File: src/rtl/sauria_pkg.sv
// Shared SRAM C geometry, arbiter state encoding and response tag type.
// Used by sramc_arbiter (optional SRAMC_ARB_STATS_EN statistics).
package sauria_pkg;

    localparam int ADRC_W         = 11;
    localparam int SRAMC_W        = 128;
    localparam int SRAMC_N        = 4;
    localparam int OC_W           = SRAMC_W / SRAMC_N;
    localparam int STARVE_LIM_DEF = 8;

    typedef enum logic {
        CORE_PRIO = 1'b0,
        DMA_PRIO  = 1'b1
    } arb_state_e;

    typedef struct packed {
        logic core;
        logic dma;
    } rd_tag_t;

endpackage

File: src/rtl/sramc_arbiter_if.sv
// Request, response, SRAM and control bundle of the SRAM C arbiter.
// Signal prefixes are relative to the arbiter (slave modport).
interface sramc_arbiter_if
    import sauria_pkg::*;
#(
    parameter int ADR_W  = ADRC_W,
    parameter int DATA_W = SRAMC_W,
    parameter int LANES  = SRAMC_N
) ();

    logic              i_core_req;
    logic              i_core_wr;
    logic [ADR_W-1:0]  i_core_adr;
    logic [DATA_W-1:0] i_core_wdata;
    logic [LANES-1:0]  i_core_wmask;
    logic              o_core_gnt;

    logic              i_dma_req;
    logic              i_dma_wr;
    logic [ADR_W-1:0]  i_dma_adr;
    logic [DATA_W-1:0] i_dma_wdata;
    logic [LANES-1:0]  i_dma_wmask;
    logic              o_dma_gnt;

    logic              o_core_rvalid;
    logic              o_dma_rvalid;
    logic [DATA_W-1:0] o_rdata;

    logic              o_sram_cen;
    logic              o_sram_wen;
    logic [ADR_W-1:0]  o_sram_adr;
    logic [DATA_W-1:0] o_sram_wdata;
    logic [DATA_W-1:0] o_sram_wmask;
    logic [DATA_W-1:0] i_sram_rdata;

    logic              i_stall;
    logic              o_busy;

    modport slave (
        input  i_core_req, i_core_wr, i_core_adr, i_core_wdata, i_core_wmask,
        output o_core_gnt,
        input  i_dma_req, i_dma_wr, i_dma_adr, i_dma_wdata, i_dma_wmask,
        output o_dma_gnt,
        output o_core_rvalid, o_dma_rvalid, o_rdata,
        output o_sram_cen, o_sram_wen, o_sram_adr, o_sram_wdata, o_sram_wmask,
        input  i_sram_rdata,
        input  i_stall,
        output o_busy
    );

    modport master (
        output i_core_req, i_core_wr, i_core_adr, i_core_wdata, i_core_wmask,
        input  o_core_gnt,
        output i_dma_req, i_dma_wr, i_dma_adr, i_dma_wdata, i_dma_wmask,
        input  o_dma_gnt,
        input  o_core_rvalid, o_dma_rvalid, o_rdata,
        input  o_sram_cen, o_sram_wen, o_sram_adr, o_sram_wdata, o_sram_wmask,
        output i_sram_rdata,
        output i_stall,
        input  o_busy
    );

endinterface

File: src/rtl/sramc_rsp_pipe.sv
// Two-stage read response pipe: grant tag, then registered SRAM data.
// Responses are never back-pressured, so the pipe always advances.
module sramc_rsp_pipe
    import sauria_pkg::*;
#(
    parameter int DATA_W = SRAMC_W
) (
    input  logic              i_clk,
    input  logic              i_rst,
    input  logic              i_rd_core,
    input  logic              i_rd_dma,
    input  logic [DATA_W-1:0] i_sram_rdata,
    output logic              o_core_rvalid,
    output logic              o_dma_rvalid,
    output logic [DATA_W-1:0] o_rdata,
    output logic              o_busy
);

    rd_tag_t           r_tag1;
    rd_tag_t           r_tag2;
    logic [DATA_W-1:0] r_rdata;

    always_ff @(posedge i_clk or posedge i_rst) begin
        if (i_rst) begin
            r_tag1  <= '0;
            r_tag2  <= '0;
            r_rdata <= '0;
        end else begin
            r_tag1 <= rd_tag_t'{core: i_rd_core, dma: i_rd_dma};
            r_tag2 <= r_tag1;
            if (r_tag1.core | r_tag1.dma) begin
                r_rdata <= i_sram_rdata;
            end
        end
    end

    assign o_core_rvalid = r_tag2.core;
    assign o_dma_rvalid  = r_tag2.dma;
    assign o_rdata       = r_rdata;
    assign o_busy        = r_tag1.core | r_tag1.dma | r_tag2.core | r_tag2.dma;

endmodule

File: src/rtl/sramc_arbiter.sv
// Core/DMA arbiter for SRAM C with starvation guard and 2-cycle read path.
// Define SRAMC_ARB_STATS_EN to add conflict / forced-DMA statistics.
module sramc_arbiter
    import sauria_pkg::*;
#(
    parameter int ADR_W      = ADRC_W,
    parameter int DATA_W     = SRAMC_W,
    parameter int LANES      = SRAMC_N,
    parameter int STARVE_LIM = STARVE_LIM_DEF
) (
    input  logic        i_clk,
    input  logic        i_rst,
`ifdef SRAMC_ARB_STATS_EN
    input  logic        i_stats_clr,
    output logic [31:0] o_conflicts,
    output logic [31:0] o_dma_forced,
`endif
    sramc_arbiter_if.slave bus
);

    localparam int LANE_W = DATA_W / LANES;

    arb_state_e        r_state;
    arb_state_e        w_state_nxt;
    logic [7:0]        r_starve;
    logic [7:0]        w_starve_nxt;
    logic              w_both;
    logic              w_core_gnt;
    logic              w_dma_gnt;
    logic              w_wr_sel;
    logic [ADR_W-1:0]  w_adr_sel;
    logic [DATA_W-1:0] w_wdata_sel;
    logic [LANES-1:0]  w_mask_sel;
    logic [DATA_W-1:0] w_wmask_exp;

    assign w_both = bus.i_core_req & bus.i_dma_req;

    always_comb begin
        w_core_gnt = 1'b0;
        w_dma_gnt  = 1'b0;
        if (!bus.i_stall) begin
            if (w_both) begin
                w_dma_gnt  = (r_state == DMA_PRIO);
                w_core_gnt = (r_state == CORE_PRIO);
            end else begin
                w_core_gnt = bus.i_core_req;
                w_dma_gnt  = bus.i_dma_req;
            end
        end
    end

    // Unstalled, a waiting DMA in CORE_PRIO can only lose to a core grant.
    always_comb begin
        w_state_nxt  = r_state;
        w_starve_nxt = r_starve;
        if (!bus.i_stall) begin
            unique case (r_state)
                CORE_PRIO: begin
                    if (w_core_gnt && bus.i_dma_req) begin
                        if (int'(r_starve) + 1 >= STARVE_LIM) begin
                            w_starve_nxt = '0;
                            w_state_nxt  = DMA_PRIO;
                        end else begin
                            w_starve_nxt = r_starve + 8'd1;
                        end
                    end else begin
                        w_starve_nxt = '0;
                    end
                end
                DMA_PRIO: begin
                    w_starve_nxt = '0;
                    if (w_dma_gnt || !bus.i_dma_req) begin
                        w_state_nxt = CORE_PRIO;
                    end
                end
                default: begin
                    w_state_nxt  = CORE_PRIO;
                    w_starve_nxt = '0;
                end
            endcase
        end
    end

    always_ff @(posedge i_clk or posedge i_rst) begin
        if (i_rst) begin
            r_state  <= CORE_PRIO;
            r_starve <= '0;
        end else begin
            r_state  <= w_state_nxt;
            r_starve <= w_starve_nxt;
        end
    end

    always_comb begin
        if (w_dma_gnt) begin
            w_wr_sel    = bus.i_dma_wr;
            w_adr_sel   = bus.i_dma_adr;
            w_wdata_sel = bus.i_dma_wdata;
            w_mask_sel  = bus.i_dma_wmask;
        end else begin
            w_wr_sel    = bus.i_core_wr;
            w_adr_sel   = bus.i_core_adr;
            w_wdata_sel = bus.i_core_wdata;
            w_mask_sel  = bus.i_core_wmask;
        end
    end

    always_comb begin
        w_wmask_exp = '0;
        for (int l = 0; l < LANES; l++) begin
            w_wmask_exp[l*LANE_W +: LANE_W] = {LANE_W{w_mask_sel[l]}};
        end
    end

    assign bus.o_core_gnt   = w_core_gnt;
    assign bus.o_dma_gnt    = w_dma_gnt;
    assign bus.o_sram_cen   = w_core_gnt | w_dma_gnt;
    assign bus.o_sram_wen   = (w_core_gnt | w_dma_gnt) & w_wr_sel;
    assign bus.o_sram_adr   = w_adr_sel;
    assign bus.o_sram_wdata = w_wdata_sel;
    assign bus.o_sram_wmask = w_wmask_exp;

    sramc_rsp_pipe #(
        .DATA_W (DATA_W)
    ) u_rsp_pipe (
        .i_clk         (i_clk),
        .i_rst         (i_rst),
        .i_rd_core     (w_core_gnt & ~bus.i_core_wr),
        .i_rd_dma      (w_dma_gnt & ~bus.i_dma_wr),
        .i_sram_rdata  (bus.i_sram_rdata),
        .o_core_rvalid (bus.o_core_rvalid),
        .o_dma_rvalid  (bus.o_dma_rvalid),
        .o_rdata       (bus.o_rdata),
        .o_busy        (bus.o_busy)
    );

`ifdef SRAMC_ARB_STATS_EN
    logic [31:0] r_conflicts;
    logic [31:0] r_dma_forced;

    // A forced grant is a DMA grant that beat a requesting core.
    always_ff @(posedge i_clk or posedge i_rst) begin
        if (i_rst) begin
            r_conflicts  <= '0;
            r_dma_forced <= '0;
        end else if (i_stats_clr) begin
            r_conflicts  <= '0;
            r_dma_forced <= '0;
        end else begin
            if (w_both && (r_conflicts != '1)) begin
                r_conflicts <= r_conflicts + 32'd1;
            end
            if (w_dma_gnt && bus.i_core_req && (r_dma_forced != '1)) begin
                r_dma_forced <= r_dma_forced + 32'd1;
            end
        end
    end

    assign o_conflicts  = r_conflicts;
    assign o_dma_forced = r_dma_forced;
`endif

endmodule

File: src/flat_wrapper.sv
// flat-port wrapper written by rule: the top's interface ports become plain ports
module sramc_arbiter_flat import sauria_pkg::*;
#(
    parameter int ADR_W      = ADRC_W,
    parameter int DATA_W     = SRAMC_W,
    parameter int LANES      = SRAMC_N,
    parameter int STARVE_LIM = STARVE_LIM_DEF
)
  (i_clk, i_rst, bus_i_core_req, bus_i_core_wr, bus_i_core_adr, bus_i_core_wdata, bus_i_core_wmask, bus_o_core_gnt, bus_i_dma_req, bus_i_dma_wr, bus_i_dma_adr, bus_i_dma_wdata, bus_i_dma_wmask, bus_o_dma_gnt, bus_o_core_rvalid, bus_o_dma_rvalid, bus_o_rdata, bus_o_sram_cen, bus_o_sram_wen, bus_o_sram_adr, bus_o_sram_wdata, bus_o_sram_wmask, bus_i_sram_rdata, bus_i_stall, bus_o_busy);
  sramc_arbiter_if #(.ADR_W(ADR_W), .DATA_W(DATA_W), .LANES(LANES)) bus_i ();
  input  logic i_clk;
  input  logic i_rst;
  input wire logic [$bits(bus_i.i_core_req)-1:0] bus_i_core_req;
  input wire logic [$bits(bus_i.i_core_wr)-1:0] bus_i_core_wr;
  input wire logic [$bits(bus_i.i_core_adr)-1:0] bus_i_core_adr;
  input wire logic [$bits(bus_i.i_core_wdata)-1:0] bus_i_core_wdata;
  input wire logic [$bits(bus_i.i_core_wmask)-1:0] bus_i_core_wmask;
  output wire logic [$bits(bus_i.o_core_gnt)-1:0] bus_o_core_gnt;
  input wire logic [$bits(bus_i.i_dma_req)-1:0] bus_i_dma_req;
  input wire logic [$bits(bus_i.i_dma_wr)-1:0] bus_i_dma_wr;
  input wire logic [$bits(bus_i.i_dma_adr)-1:0] bus_i_dma_adr;
  input wire logic [$bits(bus_i.i_dma_wdata)-1:0] bus_i_dma_wdata;
  input wire logic [$bits(bus_i.i_dma_wmask)-1:0] bus_i_dma_wmask;
  output wire logic [$bits(bus_i.o_dma_gnt)-1:0] bus_o_dma_gnt;
  output wire logic [$bits(bus_i.o_core_rvalid)-1:0] bus_o_core_rvalid;
  output wire logic [$bits(bus_i.o_dma_rvalid)-1:0] bus_o_dma_rvalid;
  output wire logic [$bits(bus_i.o_rdata)-1:0] bus_o_rdata;
  output wire logic [$bits(bus_i.o_sram_cen)-1:0] bus_o_sram_cen;
  output wire logic [$bits(bus_i.o_sram_wen)-1:0] bus_o_sram_wen;
  output wire logic [$bits(bus_i.o_sram_adr)-1:0] bus_o_sram_adr;
  output wire logic [$bits(bus_i.o_sram_wdata)-1:0] bus_o_sram_wdata;
  output wire logic [$bits(bus_i.o_sram_wmask)-1:0] bus_o_sram_wmask;
  input wire logic [$bits(bus_i.i_sram_rdata)-1:0] bus_i_sram_rdata;
  input wire logic [$bits(bus_i.i_stall)-1:0] bus_i_stall;
  output wire logic [$bits(bus_i.o_busy)-1:0] bus_o_busy;
  assign bus_i.i_core_req = bus_i_core_req;
  assign bus_i.i_core_wr = bus_i_core_wr;
  assign bus_i.i_core_adr = bus_i_core_adr;
  assign bus_i.i_core_wdata = bus_i_core_wdata;
  assign bus_i.i_core_wmask = bus_i_core_wmask;
  assign bus_o_core_gnt = bus_i.o_core_gnt;
  assign bus_i.i_dma_req = bus_i_dma_req;
  assign bus_i.i_dma_wr = bus_i_dma_wr;
  assign bus_i.i_dma_adr = bus_i_dma_adr;
  assign bus_i.i_dma_wdata = bus_i_dma_wdata;
  assign bus_i.i_dma_wmask = bus_i_dma_wmask;
  assign bus_o_dma_gnt = bus_i.o_dma_gnt;
  assign bus_o_core_rvalid = bus_i.o_core_rvalid;
  assign bus_o_dma_rvalid = bus_i.o_dma_rvalid;
  assign bus_o_rdata = bus_i.o_rdata;
  assign bus_o_sram_cen = bus_i.o_sram_cen;
  assign bus_o_sram_wen = bus_i.o_sram_wen;
  assign bus_o_sram_adr = bus_i.o_sram_adr;
  assign bus_o_sram_wdata = bus_i.o_sram_wdata;
  assign bus_o_sram_wmask = bus_i.o_sram_wmask;
  assign bus_i.i_sram_rdata = bus_i_sram_rdata;
  assign bus_i.i_stall = bus_i_stall;
  assign bus_o_busy = bus_i.o_busy;
  sramc_arbiter #(.ADR_W(ADR_W), .DATA_W(DATA_W), .LANES(LANES), .STARVE_LIM(STARVE_LIM)) u_core (.i_clk(i_clk), .i_rst(i_rst), .bus(bus_i));
endmodule
File: config.mk
export PLATFORM = sky130hd
export DESIGN_NAME = sramc_arbiter_flat
export DESIGN_NICKNAME = d
export VERILOG_FILES = /design/src/rtl/sauria_pkg.sv /design/src/rtl/sramc_arbiter_if.sv /design/src/rtl/sramc_rsp_pipe.sv /design/src/rtl/sramc_arbiter.sv /design/src/flat_wrapper.sv
export SDC_FILE = /design/constraint.sdc
export NUM_CORES = 1
export LEC_CHECK = 0
export CORE_AREA = 2 2 317 319
export DETAILED_ROUTE_END_ITERATION = 6
export DIE_AREA = 0 0 319 321
export PLACE_DENSITY_LB_ADDON = 0.15
export REMOVE_ABC_BUFFERS = 1
export SETUP_SLACK_MARGIN = 0.2
export SLEW_MARGIN = 5
export SYNTH_ARGS = -nofsm -noshare
export SYNTH_HDL_FRONTEND = slang
export SYNTH_SLANG_ARGS = --single-unit
File: constraint.sdc
create_clock -name i_clk -period 6.2 [get_ports i_clk]
set_clock_uncertainty 0.05 [all_clocks]
set_input_delay 1.55 -clock i_clk [delete_from_list [all_inputs] [get_ports i_clk]]
set_output_delay 1.55 -clock i_clk [all_outputs]
set_load 0.02 [all_outputs]
==> results of run 1 <==
-- metal layers --
metal / global-route usage / wire, um / vias to the layer above
li1: - / - / 3397
met1: 0.09000 / 17110 / 3568
met2: 0.1844 / 27910 / 440
met3: 0.03935 / 4431 / 54
met4: 0.03155 / 1445 / 18
met5: 0 / 110 / -
-- power by group through the flow --
stage,combinational [mW],sequential [mW],clock [mW]
floorplan,0.477,1.40,0
global placement,1.72,1.19,0
detailed placement,1.71,1.19,0
CTS,1.72,1.18,1.16
global route,1.76,1.20,1.19
finish,1.68,1.17,1.09
-- critical path, cell delays in order --
cell and delay (ns):
clkdlybuf4s50_1 0.48, nor2b_1 0.19, nor3b_4 0.21, buf_12 0.23
mux2_2 0.63, clkdlybuf4s50_1 0.77
-- flip-flops by register name, indices dropped and copies added (netlist names) --
signal,flops
u_core.u_rsp_pipe.o_dma_rvalid,1
u_core.u_rsp_pipe.o_core_rvalid,1
u_core.u_rsp_pipe.r_tag1,2
u_core.r_state,1
u_core.u_rsp_pipe.o_rdata,128
u_core.r_starve,8
-- logic make-up after synthesis --
kind of cell,after synthesis,synth area share
muxes,273,0.3817
buffers and inverters,156,0.1515
DFF,141,0.4382
and+or+nand+nor,28,0.02176
AOI/OAI and AO/OA,6,0.005284
adders and majority gates,1,0.001554
-- cells in the mapped netlist (all sizes together) (2+ instances only) --
cell type / count
and2: 5
buf: 143
clkbuf: 12
dfrtp: 141
mux2: 272
nand2: 5
nor2: 4
nor2b: 3
nor3b: 2
nor4b: 2
-- metrics by stage --
step	TNS (ns)	total power, mW
detailed placement	0	2.906
global placement	0	2.904
floorplan	-1347.56	1.877
CTS	0	4.056
finish	0	3.943
global route	0	4.147
-- path summary, 6_finish.rpt --
check / startpoint / endpoint / slack [ns] / cells past startpoint
max: bus_i_core_req / bus_o_sram_wmask[66] / 0.46 / 6
min: u_core.u_rsp_pipe.r_tag1[0]$_DFF_PP0_ / u_core.u_rsp_pipe.o_dma_rvalid$_DFF_PP0_ / 0.39 / 0
max reg2reg: u_core.u_rsp_pipe.r_tag1[0]$_DFF_PP0_ / u_core.u_rsp_pipe.o_rdata[96]$_DFFE_PP0P_ / 3.02 / 4
min reg2reg: u_core.u_rsp_pipe.r_tag1[0]$_DFF_PP0_ / u_core.u_rsp_pipe.o_dma_rvalid$_DFF_PP0_ / 0.39 / 0
max in group asynchronous: i_rst / u_core.u_rsp_pipe.o_rdata[35]$_DFFE_PP0P_ / 3.74 / 3
min in group asynchronous: i_rst / u_core.u_rsp_pipe.o_rdata[92]$_DFFE_PP0P_ / 1.45 / 2
-- area by class of cell --
type / count / area, um2
Clock inverter: 15 / 175.2
Antenna cell: 4 / 10.01
Tap cell: 1298 / 1624
Inverter: 1 / 8.758
Clock buffer: 17 / 425.4
Multi-Input combinational cell: 308 / 3317
Timing Repair Buffer: 835 / 8293
Fill cell: 11010 / 81890
Sequential cell: 141 / 3528
-- layout by cell type (no fill, tap or decap), types with 2 or more instances in the layout --
| master | count |
|---|---|
| dfrtp_1 | 141 |
| nand2_1 | 5 |
| buf_12 | 2 |
| diode_2 | 4 |
| buf_4 | 34 |
| mux2_2 | 272 |
| clkdlybuf4s50_1 | 799 |
| clkinv_4 | 2 |
| nor4b_1 | 2 |
| bufinv_16 | 2 |
| clkinvlp_4 | 2 |
| inv_8 | 3 |
| inv_6 | 6 |
| nor2_1 | 3 |
| and2_1 | 5 |
| clkbuf_16 | 17 |
| nor2b_1 | 3 |
==> impl_metrics.csv, run 1 <==
group,metric,value,unit
status,status,"finished clean",
die,rows,116,
timing,max_slew_margin,0.4020,
grt,antenna_found_initial,14,
clock_network,cts_hold_buf,0,
grt,overflow,0,
timing,max_freq,174.1,MHz
placed_design,place_area,0.01677,mm2
final_layout,stdcell_area,0.01738,mm2
timing,fin_crit_sh,0.9265,
grt,grt_pass1_wl,67680,um
timing,fin_hold_ws,0.3891,ns
final_layout,areaGrowthSynthToFinish,115.9,%
clock_network,cts_buffer_depth,2,
synthesis,synthTopCellsByArea,"dfrtp_1 44%, mux2_2 38%, buf_4 12%, clkbuf_8 1.9%, buf_2 0.87%",
timing,worstMarginPinSlew,0.8970,ns
timing,fin_ws,0.4556,ns
timing,slew_viol_final,0,
run,cap_violations,0,
final_layout,layout-drive-gt1-share,0.2620,
synthesis,syn_inst,605,
power,pwr-share-comb,0.425,
final_layout,final_cells,2619,
die,initial_core_util,0.08110,
die,coreArea,0.09928,mm2
route,vias,7477,
clock_network,clk_pin_slew,0.07,ns
min_path,holdCritPathClass,"reg2reg",
placed_design,port_buffers,822,
synthesis,synth_flop_cell,"dfrtp_1",
critical_path,cp.required,4.60,ns
timing,hold_viol_final,0,
power,power.leakage,6.445,nW
synthesis,synth_cell_types,31,
power,netSwitchingPower,1.333,mW
synthesis,syn_area,0.008051,mm2
clock_network,clock-root-buffer,"clkbuf_16",
synthesis,ys.warnings.count,0,
placed_design,numPlacedInstances,2583,
synthesis,yosysTopAreaCell,"dfrtp_1",
clock_network,cts.sinks,141,
clock_network,cts_tree,"built",
die,die_w,319,um
critical_path,cp_data_arrival_time,4.14,ns
die,io_pins,823,
critical_path,path_max_fanout,32,
power,seq_power_share,0.297,
synthesis,synth-edff-count,0,
grt,grt_pass1_vias,8143,
clock_network,numCtsBuffers,17,
clock_network,htreeDepth,4,
critical_path,timing_worst_setup_path_type,"in2out",
placed_design,dp_hpwl,44030,um
power,power_density,226.9,mW/mm2
synthesis,ys_async_sr_fraction,1.000,
final_layout,final_util,0.1751,
timing,finalSetupViolCount,0,
final_layout,nNetsFinal,1726,
synthesis,ys_seq_area_frac,0.4382,
grt,grt_max_degree,71,
placed_design,place_ws,0.4415,ns
critical_path,cp-start-kind,"input port",
route,drtIter0Drc,202,
clock_network,clk-insertion-delay-late,0.46,ns
power,p_int,2.610,mW
route,viasPerCell,2.855,
route,detail-route-antenna-nets,0,
grt,track_usage,0.09535,
clock_network,ctsResizeCount,0,
power,peakVddDrop,0.1380,mV
power,swShare,0.3381,
critical_path,crit_path_end_kind,"output pin",
route,wl,51000,um
route,first_pass_iters,4,
power,p_clk_frac,0.277,
route,drc_errors,0,
die,die_h,321,um
route,wire_per_inst,19.47,um
clock_network,postCtsSetupBuffers,0,
timing,rsz0062_at_grt,"false",
synthesis,synth-seq-cells,141,
timing,timing.final.crit_period,5.744,ns
synthesis,synth_top_area_share,0.4382,
synthesis,postSynthAreaPerCell,13.31,um2
die,dieArea,0.1024,mm2
placed_design,gp_congestion,0.9166,
Note: power is estimated with default switching activity, not from simulation.
==> inputs of run 2 (changes only) <==
Clock period 6.2 ns to 5.3 ns, I/O delays scaled along.
==> impl_metrics.csv, run 2 (synthesized netlist as in run 1, its figures left out) <==
group,metric,value,unit
route,drc_errors,0,
final_layout,layout-drive-gt1-share,0.2720,
timing,fin_hold_ws,0.3774,ns
timing,max_freq,198.9,MHz
timing,timing.final.crit_period,5.027,ns
die,dieArea,0.1024,mm2
clock_network,cts.sinks,141,
route,wl,51850,um
run,cap_violations,0,
placed_design,port_buffers,822,
die,rows,116,
grt,antenna_found_initial,18,
final_layout,nNetsFinal,1729,
route,wire_per_inst,19.79,um
min_path,holdCritPathClass,"reg2reg",
power,power.leakage,6.679,nW
clock_network,clk_pin_slew,0.07,ns
final_layout,final_util,0.1764,
route,vias,7440,
status,status,"finished clean",
grt,track_usage,0.09735,
final_layout,areaGrowthSynthToFinish,117.6,%
critical_path,timing_worst_setup_path_type,"in2out",
grt,overflow,0,
die,die_h,321,um
route,first_pass_iters,4,
final_layout,mostFrequentLayoutCell,"clkdlybuf4s50_1",
final_layout,final_cell_mix,"769 x clkdlybuf4s50_1, 269 x mux2_2, 141 x dfrtp_1, 41 x buf_4",
clock_network,cts_tree,"built",
critical_path,cp_data_arrival_time,3.65,ns
power,power_density,266.0,mW/mm2
timing,slew_viol_final,0,
critical_path,crit_path_end_kind,"output pin",
timing,hold_viol_final,0,
grt,grt_pass1_vias,8121,
timing,finalSetupViolCount,0,
timing,fin_crit_sh,0.9486,
clock_network,clock-root-buffer,"clkbuf_16",
clock_network,numCtsBuffers,17,
die,io_pins,823,
critical_path,cp-start-kind,"input port",
die,initial_core_util,0.08110,
clock_network,htreeDepth,4,
clock_network,cts_hold_buf,0,
grt,grt_max_degree,129,
route,drtIter0Drc,136,
route,viasPerCell,2.840,
die,coreArea,0.09928,mm2
die,die_w,319,um
grt,grt_pass1_wl,68210,um
placed_design,gp_congestion,0.8582,
final_layout,largest_register_ffs,128,
timing,fin_setup_tns,0,ns
timing,worstMarginPinSlew,0.9633,ns
critical_path,path_max_fanout,31,
critical_path,cp.required,3.92,ns
placed_design,dp_hpwl,44810,um
timing,max_slew_margin,0.3578,
clock_network,cts_buffer_depth,2,
route,detail-route-antenna-nets,0,
timing,rsz0062_at_grt,"true",
power,peakVddDrop,0.1734,mV
clock_network,clk-insertion-delay-late,0.47,ns
run 2: cell count changes in the layout (fill, tap and decap cells not counted), sizes merged:
| cell | before | now |
|---|---|---|
| buf | 36 | 50 |
| bufinv | 2 | 3 |
| clkdlybuf4s50 | 799 | 769 |
| clkinv | 3 | 4 |
| clkinvlp | 2 | 0 |
| diode | 4 | 2 |
| dlygate4sd2 | 0 | 2 |
| dlymetal6s2s | 0 | 17 |
run 2: final timing paths:
check	start	end	slack [ns]	depth (start not counted)
worst max-delay path	bus_i_core_req	bus_o_sram_wdata[53]	0.27	7
worst min-delay path	u_core.u_rsp_pipe.r_tag1[0]$_DFF_PP0_	u_core.u_rsp_pipe.o_dma_rvalid$_DFF_PP0_	0.38	0
worst max register to register	u_core.u_rsp_pipe.r_tag1[0]$_DFF_PP0_	u_core.u_rsp_pipe.o_rdata[2]$_DFFE_PP0P_	3.39	3
worst min register to register	u_core.u_rsp_pipe.r_tag1[0]$_DFF_PP0_	u_core.u_rsp_pipe.o_dma_rvalid$_DFF_PP0_	0.38	0
max in group asynchronous	i_rst	u_core.u_rsp_pipe.o_rdata[73]$_DFFE_PP0P_	2.99	3
min in group asynchronous	i_rst	u_core.u_rsp_pipe.o_rdata[98]$_DFFE_PP0P_	1.27	2
run 2: repair_timing:
item | CTS | global route
hold endpoints to repair | 0 | 0
buffers inserted | 0 | 0
resized for setup | 4 | 20
setup endpoints to repair | 82 | 66
run 2: layer usage:
metal / global-route usage / up-vias / share of wire
li1: - / 3402 / -
met1: 0.08993 / 3512 / 0.33
met2: 0.1849 / 437 / 0.54
met3: 0.04433 / 67 / 0.093
met4: 0.03774 / 22 / 0.032
met5: 0 / - / 0.0027
run 2: layout make-up:
cell class                      instances  area [um2]
Antenna cell                            2       5.005
Clock buffer                           17       425.4
Clock inverter                         15       198.9
Fill cell                           11010       81760
Inverter                                1       8.758
Multi-Input combinational cell        308        3328
Sequential cell                       141        3528
Tap cell                             1298        1624
Timing Repair Buffer                  838        8398
run 2: critical path, stage by stage:
cell,delay (ns)
clkdlybuf4s50_1,0.46
nor2b_1,0.18
nor3b_4,0.22
buf_12,0.23
buf_12,0.23
mux2_2,0.36
clkdlybuf4s50_1,0.59
run 2: where the power goes:
part / total, mW / leakage [nW] / internal, mW / switching (mW)
Sequential: 1.37 / 1.67 / 1.28 / 0.0951
Combinational: 1.97 / 4.70 / 1.07 / 0.895
Clock: 1.32 / 0.309 / 0.757 / 0.564
Total: 4.66 / 6.68 / 3.11 / 1.55
run 2: through the flow:
| stage | instance area, um2 | cells | worst slack [ns] | total power [mW] |
|---|---|---|---|---|
| 5_1_grt | 17510 | 2619 | 0.1938 | 4.908 |
| 2_1_floorplan | 6835 | 450 | -6.392 | 2.195 |
| 3_5_place_dp | 16830 | 2586 | 0.1356 | 3.405 |
| 3_3_place_gp | 16830 | 2586 | 0.1337 | 3.405 |
| 6_report | 17520 | 2620 | 0.2726 | 4.660 |
| 4_1_cts | 17460 | 2618 | 0.2144 | 4.802 |
